$ cat config.mk
export PLATFORM = sky130hd
export DESIGN_NAME = pattern_frame_tx
export DESIGN_NICKNAME = d
export VERILOG_FILES = /design/src/rtl/serial_frame_pkg.sv /design/src/rtl/pattern_frame_tx.sv
export SDC_FILE = /design/constraint.sdc
export NUM_CORES = 1
export LEC_CHECK = 0
export CORE_MARGIN = 2
export CORE_UTILIZATION = 40
export DETAILED_ROUTE_END_ITERATION = 10
export HOLD_SLACK_MARGIN = 0.15
export PLACE_DENSITY = 0.7
export SLEW_MARGIN = 10
export SYNTH_ARGS = -nofsm -noshare
export SYNTH_HDL_FRONTEND = slang
export SYNTH_SLANG_ARGS = --single-unit
export TNS_END_PERCENT = 100
$ cat constraint.sdc
create_clock -name clk -period 5.9 [get_ports clk]
set_input_delay 1.18 -clock clk [delete_from_list [all_inputs] [get_ports clk]]
set_output_delay 1.18 -clock clk [all_outputs]
set_load 0.02 [all_outputs]
$ cat src/rtl/serial_frame_pkg.sv
`default_nettype none
// ============================================================================
//  Module      : serial_frame_pkg
//  Description : Shared definitions for the 1010-preamble serial framing
//                (transmitter and pattern detector).
//  Contents    : tx_state_e state enum, PREAMBLE bit pattern, TRAIL_LEN.
//  Revision    : 1.0 - initial release
// ============================================================================
package serial_frame_pkg;

  typedef enum logic [1:0] {
    IDLE  = 2'd0,
    PRE   = 2'd1,
    DATA  = 2'd2,
    TRAIL = 2'd3
  } tx_state_e;

  // Sent MSB first: 1, 0, 1, 0.
  localparam logic [3:0] PREAMBLE  = 4'b1010;
  localparam int         TRAIL_LEN = 2;

endpackage
`default_nettype wire

$ cat src/rtl/pattern_frame_tx.sv
`default_nettype none
// ============================================================================
//  Module      : pattern_frame_tx
//  Description : Serial frame transmitter. Accepts a parallel word on a
//                valid/ready handshake and sends preamble 1010, the payload
//                MSB first and a 00 trailer, one bit per clock. A 1 is
//                stuffed in DATA/TRAIL whenever the line would otherwise
//                form 1010, so the preamble is the only 1010 in a frame.
//  Ports       : clk, rst       - clock, synchronous active-high reset
//                tx_data        - payload word, sampled at acceptance
//                tx_valid       - payload word available
//                tx_ready       - word can be accepted (IDLE only)
//                out            - registered serial line, idles at 0
//                busy           - frame in progress
//                frame_count    - completed frames, wraps mod 2^32
//  Revision    : 1.0 - initial release
// ============================================================================
module pattern_frame_tx
  import serial_frame_pkg::*;
#(
  parameter int DATA_W = 8
) (
  input  logic              clk,
  input  logic              rst,
  input  logic [DATA_W-1:0] tx_data,
  input  logic              tx_valid,
  output logic              tx_ready,
  output logic              out,
  output logic              busy,
  output logic [31:0]       frame_count
);

  localparam int              IDX_W     = $clog2(DATA_W) + 1;
  localparam logic [IDX_W-1:0] PRE_LAST  = IDX_W'(3);
  localparam logic [IDX_W-1:0] DATA_LAST = IDX_W'(DATA_W - 1);
  localparam logic [IDX_W-1:0] TRAIL_END = IDX_W'(TRAIL_LEN);

  // r_state/r_idx name the segment and position of the next bit due on the
  // line; r_out holds the bit currently being driven.
  tx_state_e         r_state, w_state;
  logic [IDX_W-1:0]  r_idx, w_idx;
  logic [DATA_W-1:0] r_shreg, w_shreg;
  logic [2:0]        r_hist;
  logic              r_out, w_out;
  logic [31:0]       r_count, w_count;
  logic              w_due_zero;
  logic              w_stuff;

  // The trailer is all zeros; in DATA the due bit is the shift-register MSB.
  assign w_due_zero = (r_state == DATA) ? ~r_shreg[DATA_W-1] : 1'b1;
  // r_hist already includes the bit on the line, so 101 plus a due 0 would
  // complete 1010.
  assign w_stuff    = (r_hist == 3'b101) && w_due_zero;

  always_comb begin
    w_state = r_state;
    w_idx   = r_idx;
    w_shreg = r_shreg;
    w_out   = 1'b0;
    w_count = r_count;
    case (r_state)
      IDLE: begin
        if (tx_valid) begin
          w_state = PRE;
          w_idx   = IDX_W'(1);
          w_shreg = tx_data;
          w_out   = PREAMBLE[3];
        end
      end
      PRE: begin
        w_out = PREAMBLE[2'd3 - r_idx[1:0]];
        if (r_idx == PRE_LAST) begin
          w_state = DATA;
          w_idx   = '0;
        end else begin
          w_idx = r_idx + IDX_W'(1);
        end
      end
      DATA: begin
        if (w_stuff) begin
          // Position held: the due 0 goes out next cycle.
          w_out = 1'b1;
        end else begin
          w_out   = r_shreg[DATA_W-1];
          w_shreg = {r_shreg[DATA_W-2:0], 1'b0};
          if (r_idx == DATA_LAST) begin
            w_state = TRAIL;
            w_idx   = '0;
          end else begin
            w_idx = r_idx + IDX_W'(1);
          end
        end
      end
      TRAIL: begin
        if (r_idx == TRAIL_END) begin
          // Last trailer bit is ending: close the frame on this edge.
          w_state = IDLE;
          w_idx   = '0;
          w_count = r_count + 32'd1;
        end else if (w_stuff) begin
          w_out = 1'b1;
        end else begin
          w_out = 1'b0;
          w_idx = r_idx + IDX_W'(1);
        end
      end
      default: begin
        w_state = IDLE;
        w_idx   = '0;
      end
    endcase
  end

  always_ff @(posedge clk) begin
    if (rst) begin
      r_state <= IDLE;
      r_idx   <= '0;
      r_shreg <= '0;
      r_hist  <= 3'b000;
      r_out   <= 1'b0;
      r_count <= 32'd0;
    end else begin
      r_state <= w_state;
      r_idx   <= w_idx;
      r_shreg <= w_shreg;
      r_hist  <= {r_hist[1:0], w_out};
      r_out   <= w_out;
      r_count <= w_count;
    end
  end

  assign tx_ready    = (r_state == IDLE);
  assign busy        = (r_state != IDLE);
  assign out         = r_out;
  assign frame_count = r_count;

endmodule
`default_nettype wire

==> Word-level counts from Yosys, hierarchy flattened <==
Index checks and enable logic that the tools add are counted.
{ "totals": {"register_bits": 50, "inputBits": 11, "out_inout_bits": 35} }
{ "classes": {"addsub": 3, "n_lt_le_gt_ge": 1, "n_eq_ne": 13, "n_mux": 24, "n_bitwise": 1, "n_reduce_logical": 8} }
{ "op_table": {"columns": ["cell", "n"], "rows": [
  ["$add A32 B1 Y32 const B", 1],
  ["$mux W4", 6],
  ["$mux W8", 2],
  ["$pmux W4 S4", 1],
  ["$pmux W8 S2", 1],
  ["$mux W2", 5],
  ["$eq A4 B2 Y1 const B", 2],
  ["$ne A2 B2 Y1 const B", 4],
  ["$pmux W2 S4", 1],
  ["$mux W1", 6],
  ["$reduce_and A3 Y1", 2],
  ["$reduce_and A5 Y1", 1],
  ["$add A4 B1 Y4 const B", 1],
  ["$eq A2 B2 Y1 const B", 2],
  ["$eq A4 B3 Y1 const B", 1],
  ["$pmux W1 S4", 1],
  ["$reduce_bool A2 Y1", 2],
  ["$eq A3 B3 Y1 const B", 1],
  ["$lt A2 B3 Y1 const B", 1],
  ["$ne A3 B3 Y1 const B", 1],
  ["$bmux W1 S2", 1],
  ["$eq A2 B1 Y1 const B", 1],
  ["$logic_not A2 Y1", 1],
  ["$ne A2 B1 Y1 const B", 1],
  ["other kinds (4)", 4]
]} }

==> Longest topological paths before layout <==
{ "logic_depth": {"ltp_word": 6, "depth_mapped": 8} }

==> Worst setup path after synthesis <==
Ideal clock, no wire load.
{ "synth_timing": {"path_kind": "reg2out", "startpoint": "reg r_state[0]", "endpoint": "out busy", "arrival_time_ps": 1038, "required_ps": 4720, "slack_ps": 3682, "stages_incl_launch_ff": 5, "n_path_buf": 1, "cell_sequence": "dfxtp_1 > inv_1 > ha_1 > buf_2 > inv_1"} }
{ "synth_between": {"elab_chain_len": 1} }
{ "synth_lines": {"columns": ["element", "line", "source"], "rows": [
  ["from (decl)", "pattern_frame_tx.sv:40", "tx_state_e r_state, w_state;"],
  ["from (signal assigned)", "pattern_frame_tx.sv:123", "r_state <= w_state;"],
  ["$reduce_bool A2 Y1", "pattern_frame_tx.sv:133", "assign busy = (r_state != IDLE);"],
  ["to (decl)", "pattern_frame_tx.sv:29", "output logic busy,"]
]} }
No other way between the ends.

==> Final worst setup path <==
{ "layout_timing": {"startpoint": "reg r_state[1]", "endpoint": "out busy"} }
Same word-level chain as after synthesis.

==> out/results.txt <==
The logs give 4 for the detailed-routing iteration count for the pre-antenna-repair pass and 3.53 mm for the HPWL after detailed placement. Clock tree synthesis inserted a total of 5 buffers. The floorplan row count is 29.

The logs give 0 for the number of setup buffers added after CTS and 0.00106 uW for the leakage power. The run gives 49 as the sink count of the clock tree. Sorting the synthesized cells by area gives the leading types as sky130_fd_sc_hd__dfxtp_1, sky130_fd_sc_hd__nor2_1, sky130_fd_sc_hd__mux2i_1.

The worst setup path is of the flip-flop to primary output kind. The die width came out at 84.4 microns. The number of buffers added on ports is 45. After floorplanning, the core was sized to cover 6310 sq um. Sequential cells were found to cover 37.9% of the synthesized design area. The logs give 4.72 ns for the required time of the critical path and 0 for the post-detailed-route count of antenna-violating nets. The first global-routing pass estimated 9.50 mm of wire. The slowest stage of the critical path is the sky130_fd_sc_hd__clkdlybuf4s50_1 cell. The critical register-to-register path endpoint was frame_count[31]$_SDFFE_PP0P_. The signal on the critical path passes through inv_1 > ha_1 > inv_1 > clkdlybuf4s50_1. The hold buffer count at cts came out at 0.

The final RePlAce weighted congestion is 0.844. Once the floorplan was initialized, standard cells occupied 41.0% of the core. The multi-input combinational cells in the finished layout cover a total of 1480 sq um.

From bottom edge to top edge, the die measures 84.4 microns. After routing, the total negative slack on setup checks comes to 0 ns. The routed design uses 187 microns of met3 wire.

The final number of max-transition violations was 0. The number of antenna violations at the first check in global routing was 0; the ratio of final minimum period to clock period was 51.1%. For the final database, setup skew stands at 0.00849 ns. In this design, the stage delay of the slowest critical-path cell is 0.61 ns.

Counting every net in the synthesized netlist gives 312. After detailed routing, the total wire length is 5.37 mm. In the final layout, the share of cells above drive strength 1 is 6.69%. The most numerous cell type found on the critical path is sky130_fd_sc_hd__inv_1. For the count of cells resized by post-cts repair, the log shows 0.

The path category of the worst min-delay check was flip-flop to flip-flop. The critical register-to-register path startpoint is r_idx[0]$_SDFFE_PP0P_. The post-synthesis cell count is 293. Entering global routing, the biggest net connects 62 pins. The tools report the number of DRC violations after detailed-routing iteration 0 as 154. For this run, the leading register cell type out of synthesis is sky130_fd_sc_hd__dfxtp_1. For the worst-skew pair, the clock arrives at the later sink with an insertion delay of 0.30 ns. The wire length on met1 came out at 2.65 mm. The tools report the endpoint of the worst hold path as r_hist[2]$_SDFF_PP0_. For the cell area after layout, the log shows 3130 sq um.

The number of global-route vias before repair was 2170; the count of boundary I/O pins was 46. TritonCTS built the clock tree. Compared with the post-synthesis result, the final layout area differs by 20.8%.

The power per standard cell area was 276 nW/um^2; the total of warnings raised by yosys was 0. For flop-to-flop paths, the worst setup slack is 3.20 ns. Hold is met by 0.486 ns. The count of fill cells added during filler insertion was 612; the placement-stage cell area was 3040 sq um. The total vias in the final route was 2261; the measured slew at the worst slew-check pin was 1.08 ns. In this run the worst path has a maximum fanout of 10.

After clock tree synthesis, the clock-pin slew on the worst setup and hold paths is 0.09 ns. The residual DRC count is 0. Counting flops with an async set or reset pin after synthesis yields a share of 0%.

The cell count of the worst reg-to-reg path came out at 6. The flow ran to the end, and the final reports show no timing, DRC or antenna violations. The maximum buffer depth of the clock tree was 2; the count of max-cap constraint violations was 0.

The buffer cell driving the clock tree root is sky130_fd_sc_hd__clkbuf_8. Counting distinct cell types in the post-synthesis netlist gives 46. Synthesis inferred 49 register bits. The maximum level of the CTS H-tree is 2.

For this run, the post-layout net count is 347. For this run the aggregate overflow at the end of global routing stands at 0. The wire length per cell after detailed routing is 13.2 microns. The tools report the data arrival time of the critical path as 1.83 ns. The synthesized netlist occupies a cell area of 2590 sq um. The area of the die came out at 7130 sq um. The completed layout was analyzed and its total power is 864 uW. The worst relative slew slack was 28.2%. The startpoint identified for the worst hold timing path is r_hist[1]$_SDFF_PP0_. Setup repair after global routing left no endpoint under its margin.

Each instance of the synthesized netlist takes up on average 8.84 sq um. Of the post-synthesis cell area, the dominant cell type holds 37.9%. Derived from the worst setup path, the maximum achievable clock frequency is 0.332 GHz.

The top routing layer in use is met4. The hold violation total from the final report came out at 0. Met2 routed wirelength: 2.44 mm. At the end of the flow the core is filled with cells to 49.5%. The number of enable-type register cells in the synthesized netlist was 0.

The number of cells traversed by the worst hold path came out at 1. The sort of element at the start of the critical path is a flip-flop. The count of endpoints failing setup in the final report was 0; the maximum VDD drop was 0.164 mV. The synthesized design spends more area on one cell type than any other, namely sky130_fd_sc_hd__dfxtp_1. Global routing usage summed across all routing layers: 15.9%.

In the routed layout, each cell is associated on average with a via count of 5.57. The worst path in the final design needs a cycle of 3.01 ns, including I/O delays and setup. The worst setup path is captured at a primary output.

Count of antenna diodes in the layout: 0. For the sequential cell area, the log shows 981 sq um.
area by class of cell:
class                           instances  share of cell area (%)
Sequential cell                        49                    31.4
Multi-Input combinational cell        215                    47.2
Clock buffer                            7                    2.44
Clock inverter                          1                   0.240
Inverter                               12                    1.44
Timing Repair Buffer                   45                    14.2
Tap cell                               77                    3.08
critical path, delay by kind of cell (launching register included):
family | cells | cell delay [ns]
buffers and inverters | 3 | 0.83
DFF | 1 | 0.39
adders and majority gates | 1 | 0.31
power by group:
| group | switching, uW | internal (uW) | total (uW) |
|---|---|---|---|
| logic | 154 | 114 | 268 |
| clock network | 114 | 84.2 | 198 |
| registers | 27.8 | 371 | 399 |
cells in the mapped netlist, types with 2 or more instances:
master,n
sky130_fd_sc_hd__a2111oi_0,2
sky130_fd_sc_hd__a211oi_1,8
sky130_fd_sc_hd__a21oi_1,18
sky130_fd_sc_hd__a31oi_1,2
sky130_fd_sc_hd__and2_1,2
sky130_fd_sc_hd__and4_1,4
sky130_fd_sc_hd__buf_2,5
sky130_fd_sc_hd__buf_6,2
sky130_fd_sc_hd__clkbuf_1,9
sky130_fd_sc_hd__dfxtp_1,49
sky130_fd_sc_hd__ha_1,8
sky130_fd_sc_hd__inv_1,12
sky130_fd_sc_hd__mux2_2,9
sky130_fd_sc_hd__mux2i_1,11
sky130_fd_sc_hd__nand2_1,11
sky130_fd_sc_hd__nand2b_1,4
sky130_fd_sc_hd__nand3_1,11
sky130_fd_sc_hd__nand4_1,6
sky130_fd_sc_hd__nand4_2,2
sky130_fd_sc_hd__nand4_4,2
sky130_fd_sc_hd__nor2_1,33
sky130_fd_sc_hd__nor2b_1,13
sky130_fd_sc_hd__nor3_1,3
sky130_fd_sc_hd__nor3b_1,3
sky130_fd_sc_hd__nor4_1,8
sky130_fd_sc_hd__o211ai_1,3
sky130_fd_sc_hd__o21ai_0,8
sky130_fd_sc_hd__o31ai_1,9
sky130_fd_sc_hd__or3_1,7
sky130_fd_sc_hd__or4_1,8
sky130_fd_sc_hd__xnor2_1,2
sky130_fd_sc_hd__xor2_1,5
through the flow:
step | instances | worst slack [ns]
final | 406 | 2.89
after global routing | 406 | 2.80
after CTS | 406 | 2.87
after detailed placement | 398 | 2.76
after global placement | 398 | 2.79
after floorplan | 293 | 3.68
flip-flops by register name, summed over array words and instances, names as in the netlist:
signal       cells
r_idx            4
r_shreg          8
r_state          2
r_hist           3
frame_count     32
how the worst max path moves through the flow:
stage | startpoint | endpoint | slack, ns | depth (start not counted)
2_1_floorplan | r_state[0]$_SDFFE_PP0P_ | busy | 3.68 | 4
4_1_cts | r_state[0]$_SDFFE_PP0P_ | busy | 2.87 | 4
6_report | r_state[1]$_SDFFE_PP0P_ | busy | 2.89 | 4
3_3_place_gp | tx_valid | r_state[0]$_SDFFE_PP0P_ | 2.79 | 5
5_1_grt | r_state[0]$_SDFFE_PP0P_ | busy | 2.80 | 4
3_5_place_dp | tx_valid | r_state[0]$_SDFFE_PP0P_ | 2.76 | 5
metal layers:
metal | vias up | global-route usage [%]
met5 | - | 0
met4 | 0 | 6.20
met3 | 8 | 3.34
met2 | 44 | 26.5
met1 | 1065 | 20.2
li1 | 1144 | -
cells by family after synthesis:
logic type / Yosys count / synth area share, %
AO/OA/AOI/OAI: 56 / 14.2
XOR/XNOR: 7 / 2.37
adder cells (fa/ha/maj): 8 / 3.87
buffers and inverters: 29 / 5.07
flip-flops: 49 / 37.9
multiplexers: 20 / 8.17
AND/OR/NAND/NOR: 124 / 28.5
cells in the final DEF, fill, tap and decap left out, types with 3 or more instances in the layout:
master and count:
sky130_fd_sc_hd__dfxtp_1 49, sky130_fd_sc_hd__clkdlybuf4s50_1 44, sky130_fd_sc_hd__nor2_1 33, sky130_fd_sc_hd__a21oi_1 18, sky130_fd_sc_hd__nor2b_1 13, sky130_fd_sc_hd__inv_1 12
sky130_fd_sc_hd__mux2i_1 11, sky130_fd_sc_hd__nand2_1 11, sky130_fd_sc_hd__nand3_1 11, sky130_fd_sc_hd__mux2_2 9, sky130_fd_sc_hd__o31ai_1 9, sky130_fd_sc_hd__a211oi_1 8
sky130_fd_sc_hd__nor4_1 8, sky130_fd_sc_hd__o21ai_0 8, sky130_fd_sc_hd__or4_1 8, sky130_fd_sc_hd__ha_1 8, sky130_fd_sc_hd__or3_1 7, sky130_fd_sc_hd__nand4_1 6
sky130_fd_sc_hd__xor2_1 5, sky130_fd_sc_hd__clkbuf_8 5, sky130_fd_sc_hd__nand2b_1 4, sky130_fd_sc_hd__and4_1 4, sky130_fd_sc_hd__nor3b_1 3, sky130_fd_sc_hd__nor3_1 3
sky130_fd_sc_hd__o211ai_1 3
Note: power is estimated with default switching activity, not from simulation.
